File: src/rtl/ram_arbiter_pkg.sv
// Shared types and constants for the RAM arbiter slice.
package ram_arb_pkg;

    // Arbiter life cycle: INIT after reset (optional clear sweep), then RUN.
    typedef logic [0:0] ram_arb_state_t;
    localparam ram_arb_state_t ARB_INIT = 1'b0;
    localparam ram_arb_state_t ARB_RUN  = 1'b1;

    // Cycles from command acceptance to read data on the response port.
    localparam int RSP_LATENCY = 2;

    // Width of a requester index; never narrower than one bit.
    function automatic int req_id_w(input int num_req);
        return (num_req > 1) ? $clog2(num_req) : 1;
    endfunction

endpackage

File: src/rtl/ram_arbiter_if.sv
// Requester-side command/response bus of the RAM arbiter.
interface ram_arbiter_if #(
    parameter int NUM_REQ    = 2,
    parameter int ADDR_WIDTH = 6,
    parameter int DATA_WIDTH = 8
);
    logic [NUM_REQ-1:0]            req_valid;
    logic [NUM_REQ-1:0]            req_ready;
    logic [NUM_REQ-1:0]            req_we;
    logic [NUM_REQ*ADDR_WIDTH-1:0] req_addr;
    logic [NUM_REQ*DATA_WIDTH-1:0] req_wdata;
    logic [NUM_REQ-1:0]            rsp_valid;
    logic [DATA_WIDTH-1:0]         rsp_data;

    modport master (
        output req_valid, req_we, req_addr, req_wdata,
        input  req_ready, rsp_valid, rsp_data
    );

    modport slave (
        input  req_valid, req_we, req_addr, req_wdata,
        output req_ready, rsp_valid, rsp_data
    );
endinterface

File: src/rtl/ram_arbiter_rr_arbiter.sv
// Round-robin grant: the first requesting slot after the pointer wins.
module rr_arbiter
    import ram_arb_pkg::*;
#(
    parameter  int NUM_REQ = 2,
    localparam int ID_W    = req_id_w(NUM_REQ)
) (
    input  logic [NUM_REQ-1:0] req,
    input  logic [ID_W-1:0]    ptr,
    input  logic               enable,
    output logic [NUM_REQ-1:0] grant,
    output logic [ID_W-1:0]    index
);

    logic [ID_W-1:0] slot;
    logic            found;

    // Scan slots ptr+1, ptr+2, ... cyclically and grant the first valid one.
    always_comb begin
        grant = '0;
        index = '0;
        found = 1'b0;
        slot  = '0;
        for (int k = 1; k <= NUM_REQ; k++) begin
            slot = ID_W'((int'(ptr) + k) % NUM_REQ);
            if (enable && !found && req[slot]) begin
                found       = 1'b1;
                grant[slot] = 1'b1;
                index       = slot;
            end
        end
    end

endmodule

File: src/rtl/ram_arbiter.sv
// Shares one single-port synchronous RAM between NUM_REQ requesters with
// round-robin grant and ID-tagged read responses.
// Optional macro RAM_ARB_INIT_EN: sweep INIT_VALUE into every word after reset.
module ram_arbiter
    import ram_arb_pkg::*;
#(
    parameter int                    DATA_WIDTH = 8,
    parameter int                    ADDR_WIDTH = 6,
    parameter int                    NUM_REQ    = 2,
    parameter logic [DATA_WIDTH-1:0] INIT_VALUE = '0
) (
    input  logic                  clk,
    input  logic                  rst_n,
    ram_arbiter_if.slave          bus,
    output logic [ADDR_WIDTH-1:0] ram_addr,
    output logic [DATA_WIDTH-1:0] ram_data,
    output logic                  ram_we,
    input  logic [DATA_WIDTH-1:0] ram_q,
    output logic                  init_done
);

    localparam int ID_W = req_id_w(NUM_REQ);

    ram_arb_state_t        state;
    logic [ID_W-1:0]       ptr;
    logic [ID_W-1:0]       grant_idx;
    logic [NUM_REQ-1:0]    grant;
    logic                  accept;
    logic                  sel_we;
    logic [ADDR_WIDTH-1:0] sel_addr;
    logic [DATA_WIDTH-1:0] sel_wdata;
    logic [RSP_LATENCY-1:0] rd_pipe;
    logic [ID_W-1:0]       id_pipe [RSP_LATENCY];
`ifdef RAM_ARB_INIT_EN
    logic [ADDR_WIDTH:0]   init_cnt;
`endif

    rr_arbiter #(.NUM_REQ(NUM_REQ)) u_rr (
        .req    (bus.req_valid),
        .ptr    (ptr),
        .enable (state == ARB_RUN),
        .grant  (grant),
        .index  (grant_idx)
    );

    assign bus.req_ready = grant;
    assign accept        = |grant;
    assign init_done     = (state == ARB_RUN);
    assign bus.rsp_data  = ram_q;

    // Pick the granted requester's command fields.
    always_comb begin
        sel_we    = 1'b0;
        sel_addr  = '0;
        sel_wdata = '0;
        for (int i = 0; i < NUM_REQ; i++) begin
            if (grant[i]) begin
                sel_we    = bus.req_we[i];
                sel_addr  = bus.req_addr[i*ADDR_WIDTH +: ADDR_WIDTH];
                sel_wdata = bus.req_wdata[i*DATA_WIDTH +: DATA_WIDTH];
            end
        end
    end

    // Life cycle: leave INIT once the optional sweep has covered every word.
    always_ff @(posedge clk or negedge rst_n) begin
        if (!rst_n) begin
            state <= ARB_INIT;
`ifdef RAM_ARB_INIT_EN
            init_cnt <= '0;
`endif
        end else if (state == ARB_INIT) begin
`ifdef RAM_ARB_INIT_EN
            if (init_cnt[ADDR_WIDTH]) begin
                state <= ARB_RUN;
            end else begin
                init_cnt <= init_cnt + 1'b1;
            end
`else
            state <= ARB_RUN;
`endif
        end
    end

    // Register the RAM command: sweep writes during INIT, accepted commands in RUN.
    always_ff @(posedge clk or negedge rst_n) begin
        if (!rst_n) begin
            ram_we   <= 1'b0;
            ram_addr <= '0;
            ram_data <= '0;
        end else if (state == ARB_INIT) begin
`ifdef RAM_ARB_INIT_EN
            if (!init_cnt[ADDR_WIDTH]) begin
                ram_we   <= 1'b1;
                ram_addr <= init_cnt[ADDR_WIDTH-1:0];
                ram_data <= INIT_VALUE;
            end else begin
                ram_we <= 1'b0;
            end
`else
            ram_we <= 1'b0;
`endif
        end else if (accept) begin
            ram_we   <= sel_we;
            ram_addr <= sel_addr;
            ram_data <= sel_wdata;
        end else begin
            ram_we <= 1'b0;
        end
    end

    // Round-robin pointer follows the last accepted requester.
    always_ff @(posedge clk or negedge rst_n) begin
        if (!rst_n) begin
            ptr <= ID_W'(NUM_REQ - 1);
        end else if (accept) begin
            ptr <= grant_idx;
        end
    end

    // Track read ownership alongside the RAM's address/read latency.
    always_ff @(posedge clk or negedge rst_n) begin
        if (!rst_n) begin
            rd_pipe <= '0;
            for (int i = 0; i < RSP_LATENCY; i++) begin
                id_pipe[i] <= '0;
            end
        end else begin
            rd_pipe    <= {rd_pipe[RSP_LATENCY-2:0], accept & ~sel_we};
            id_pipe[0] <= grant_idx;
            for (int i = 1; i < RSP_LATENCY; i++) begin
                id_pipe[i] <= id_pipe[i-1];
            end
        end
    end

    // Steer the read strobe to the requester that issued the read.
    always_comb begin
        bus.rsp_valid = '0;
        if (rd_pipe[RSP_LATENCY-1]) begin
            bus.rsp_valid[id_pipe[RSP_LATENCY-1]] = 1'b1;
        end
    end

endmodule
File: src/flat_wrapper.sv
// flat-port wrapper written by rule: the top's interface ports become plain ports
module ram_arbiter_flat import ram_arb_pkg::*;
#(
    parameter int                    DATA_WIDTH = 8,
    parameter int                    ADDR_WIDTH = 6,
    parameter int                    NUM_REQ    = 2,
    parameter logic [DATA_WIDTH-1:0] INIT_VALUE = '0
)
  (clk, rst_n, ram_addr, ram_data, ram_we, ram_q, init_done, bus_req_valid, bus_req_we, bus_req_addr, bus_req_wdata, bus_req_ready, bus_rsp_valid, bus_rsp_data);
  ram_arbiter_if #(.NUM_REQ(NUM_REQ), .ADDR_WIDTH(ADDR_WIDTH), .DATA_WIDTH(DATA_WIDTH)) bus_i ();
  input  logic clk;
  input  logic rst_n;
  output logic [ADDR_WIDTH-1:0] ram_addr;
  output logic [DATA_WIDTH-1:0] ram_data;
  output logic ram_we;
  input  logic [DATA_WIDTH-1:0] ram_q;
  output logic init_done;
  input wire logic [$bits(bus_i.req_valid)-1:0] bus_req_valid;
  input wire logic [$bits(bus_i.req_we)-1:0] bus_req_we;
  input wire logic [$bits(bus_i.req_addr)-1:0] bus_req_addr;
  input wire logic [$bits(bus_i.req_wdata)-1:0] bus_req_wdata;
  output wire logic [$bits(bus_i.req_ready)-1:0] bus_req_ready;
  output wire logic [$bits(bus_i.rsp_valid)-1:0] bus_rsp_valid;
  output wire logic [$bits(bus_i.rsp_data)-1:0] bus_rsp_data;
  assign bus_i.req_valid = bus_req_valid;
  assign bus_i.req_we = bus_req_we;
  assign bus_i.req_addr = bus_req_addr;
  assign bus_i.req_wdata = bus_req_wdata;
  assign bus_req_ready = bus_i.req_ready;
  assign bus_rsp_valid = bus_i.rsp_valid;
  assign bus_rsp_data = bus_i.rsp_data;
  ram_arbiter #(.DATA_WIDTH(DATA_WIDTH), .ADDR_WIDTH(ADDR_WIDTH), .NUM_REQ(NUM_REQ), .INIT_VALUE(INIT_VALUE)) u_core (.clk(clk), .rst_n(rst_n), .bus(bus_i), .ram_addr(ram_addr), .ram_data(ram_data), .ram_we(ram_we), .ram_q(ram_q), .init_done(init_done));
endmodule
File: config.mk
export PLATFORM = sky130hd
export DESIGN_NAME = ram_arbiter_flat
export DESIGN_NICKNAME = d
export VERILOG_FILES = /design/src/rtl/ram_arbiter_pkg.sv /design/src/rtl/ram_arbiter_if.sv /design/src/rtl/ram_arbiter_rr_arbiter.sv /design/src/rtl/ram_arbiter.sv /design/src/flat_wrapper.sv
export SDC_FILE = /design/constraint.sdc
export NUM_CORES = 1
export LEC_CHECK = 0
export CORE_ASPECT_RATIO = 0.7
export CORE_UTILIZATION = 39
export CTS_CLUSTER_SIZE = 20
export DETAILED_ROUTE_END_ITERATION = 10
export HOLD_SLACK_MARGIN = 0.12
export PLACE_DENSITY = 0.95
export SYNTH_ARGS = -nofsm -noshare
export SYNTH_HDL_FRONTEND = slang
export SYNTH_SLANG_ARGS = --single-unit
File: constraint.sdc
create_clock -name clk -period 3.3 [get_ports clk]
set_input_delay 0.66 -clock clk [delete_from_list [all_inputs] [get_ports clk]]
set_output_delay 0.66 -clock clk [all_outputs]
set_load 0.01 [all_outputs]
==> results of run 1 <==
power by group:
group	switching, mW	internal, mW
Combinational	0.0850	0.144
Clock	0.0776	0.0838
Sequential	0.0281	0.295
Total	0.191	0.523
stage by stage:
stage | power [mW] | cell area [um^2] | util | std cells
after floorplan | 0.435 | 1090 | - | 98
after global placement | 0.550 | 1590 | 0.623 | 174
after detailed placement | 0.556 | 1590 | 0.623 | 174
after CTS | 0.719 | 1640 | 0.641 | 178
after global routing | 0.755 | 1640 | 0.641 | 178
final | 0.714 | 1640 | 0.641 | 178
cell type report:
type,count,share of cell area
repair buffers,56,0.338
flip-flops and latches,21,0.322
multi-input cells,54,0.265
well taps,34,0.0260
clock buffers,3,0.0252
inverters,9,0.0207
clock inverters,1,0.00306
logic make-up after synthesis:
| kind of cell | after synthesis | share of synthesized area |
|---|---|---|
| buffers and inverters | 23 | 0.123 |
| and+or+nand+nor | 23 | 0.127 |
| AOI/OAI and AO/OA | 30 | 0.265 |
| other | 1 | 0.00343 |
| DFF | 21 | 0.481 |
flip-flops by register name (all words and copies together), names as in the netlist:
| name | flops |
|---|---|
| u_core.ram_we | 1 |
| u_core.ram_addr | 6 |
| u_core.ram_data | 8 |
| u_core.id_pipe | 2 |
| u_core.init_done | 1 |
| u_core.rd_pipe | 2 |
| u_core.ptr | 1 |
per-layer routing:
metal,share of wire,vias to the layer above,track usage
li1,-,442,-
met1,0.42,453,0.253
met2,0.50,44,0.346
met3,0.052,10,0.0396
met4,0.022,0,0.0870
met5,0,-,0
how the worst max path moves through the flow:
stage	depth (start not counted)	slack (ns)	endpoint
6_report	5	0.47	bus_req_ready[1]
5_1_grt	5	0.39	bus_req_ready[1]
4_1_cts	5	0.47	bus_req_ready[1]
3_5_place_dp	5	0.47	bus_req_ready[1]
3_3_place_gp	5	0.51	bus_req_ready[1]
2_1_floorplan	5	1.34	bus_req_ready[1]
placed cells by master (no fill, tap or decap), types with 3 or more instances in the layout:
master / Yosys / layout
a31oi_1: 6 / 6
buf_4: 10 / 3
clkbuf_8: 0 / 3
clkdlybuf4s50_1: 0 / 53
dfrtp_1: 20 / 20
inv_1: 8 / 8
nand2b_1: 11 / 11
nor2_1: 5 / 5
o221a_1: 10 / 10
o221a_2: 4 / 4
o32a_1: 5 / 5
==> summary.txt, run 1 <==
STA
  • Slew margin rel.: 0.402
  • TNS Setup: 0 ns
  • Tmin final: 2.83 ns
  • Max Slew Vio Count: 0
  • Setup ws final: 0.475 ns
  • Period Utilization, post-route: 0.856
  • Hold WS: 0.349 ns
  • Final setup viols: 0
  • Final hold vios: 0
  • Fmax: around 350 MHz
  • Unrepaired setup endpoints after global routing: no
  • Worst-Margin Slew: 0.895 ns
  • Worst clock skew: 0.00105 ns

Clock tree
  • Post-CTS sizing: 0
  • CTS Buf Count: 3
  • Post-CTS setup repair buffer count: 0
  • CTS tree: built
  • Clock root cell: clkbuf_8
  • Hold_buf cts: 0
  • Worst-skew pair later-pin latency: between 0.2 and 0.3 ns
  • Clk buf depth: 2
  • CTS HTree Levels: 1
  • Clock Sink Count: 21
  • Clock Pin Slew Worst Setup and Hold Paths: 0.07 ns

Worst hold path
  • Worst hold start: u_core.rd_pipe[0]
  • Worst Hold Depth: 0
  • Worst hold path class: flip-flop to flip-flop
  • Worst Hold End: u_core.rd_pipe[1]

Status
  • Outcome: finished, final reports clean

Route
  • Residual DRC: 0
  • DRT Pass-1 Iters: 4
  • Detailed Route WL: 2690 um
  • DR vias: 949
  • Iteration-0 DRC Markers: 38
  • Per-cell routed wire length: around 15 um
  • Via density: 5.33
  • Remaining antenna violation count after routing: 0

Floorplan
  • Die width: ~65 um
  • Row count: 15
  • Initial Util: 0.429
  • DIE HEIGHT: 46.3 um
  • Core footprint: 2550 um^2
  • Die ar.: 3030 um^2
  • # IOs: 70

Logic synthesis
  • Largest area contributor in the netlist: dfrtp_1
  • Syn avg cell area: 11.2 um^2
  • Post-Synthesis Cells: 98
  • Post-synth EDFFs: 0
  • Synthesized area: approximately 1100 um^2
  • Asr flop ratio synth: 1.00
  • Most frequent cells after synthesis: dfrtp_1 (20), nand2b_1 (11), buf_4 (10), o221a_1 (10), inv_1 (8)
  • Seq cells post-synth: 21
  • Commonest register cell after synthesis: dfrtp_1
  • Synth top area cells: dfrtp_1 (46%), o221a_1 (10%), buf_4 (6.9%), nand2b_1 (6.3%), o32a_1 (4.6%)
  • Yosys cell types: 25
  • Leading cell type by number of instances after synthesis: dfrtp_1
  • Synth Net Count: 140
  • Yosys Warn Count: 0
  • Top-area cell type share of the netlist area: 0.457
  • Register area share after synthesis: 0.481

Finish
  • Ratio of cells with drive above 1 in the final layout: 0.111
  • Diode count: 0
  • Area growth from synthesis to layout: 49.4%
  • NumNets Final: 187
  • Register Area: 527 um^2
  • Filler cells: 210
  • Multi-input logic area: 433 um^2

GRT
  • Gr usage total: 0.202
  • Largest net degree at the start of global routing: 22
  • Initial antenna violation count: 0
  • First-pass GRT wire length: 4430 um
  • Vias in the first global route: 923
  • Gr ovfl total: 0

Setup path
  • Crit-path cells: clkdlybuf4s50_1 > a21boi_4 > nand2_4 > inv_1 > clkdlybuf4s50_1
  • Slowest CP cell: clkdlybuf4s50_1
  • Bufs and invs on worst path: 3
  • R2R depth: 3
  • Crit-path leading delay family: buffers and inverters
  • Max stage delay on crit path: 0.53 ns
  • Critical Path RT: 2.64 ns
  • Critical Path AT: 2.17 ns
  • CP dominant cell by count: clkdlybuf4s50_1
  • Worst reg2reg path endpoint: u_core.ram_addr[4]
  • WS Path Type: primary input to primary output
  • Reg2reg setup slack: 1.73 ns
  • Critical Path Fanout Max: 16
  • Critical Path Sink Type: primary output
  • Reg2Reg Launch Point: u_core.init_done
  • Setup crit start: bus_req_valid[1]
  • Crit start category: primary input

Placement
  • Post-DP HPWL: 2070 um
  • IO buf count: 53
  • Final Wtd Congestion: 0.799
  • Setup WS pre-CTS: 0.471 ns

Pwr
  • Maximum vdd drop: 323 uV
  • P_leak: 0.674 nW
  • PD cells: between 400 and 500 nW/um^2

Flow run
  • Max-Cap Viols: 0
(Power assumes the default switching activity.)
==> run 2, diff against run 1 <==
- SKIP_LAST_GASP: default -> 1
==> results of run 2 <==
No change in the layout: final DEF, timing and power equal those of run 1.
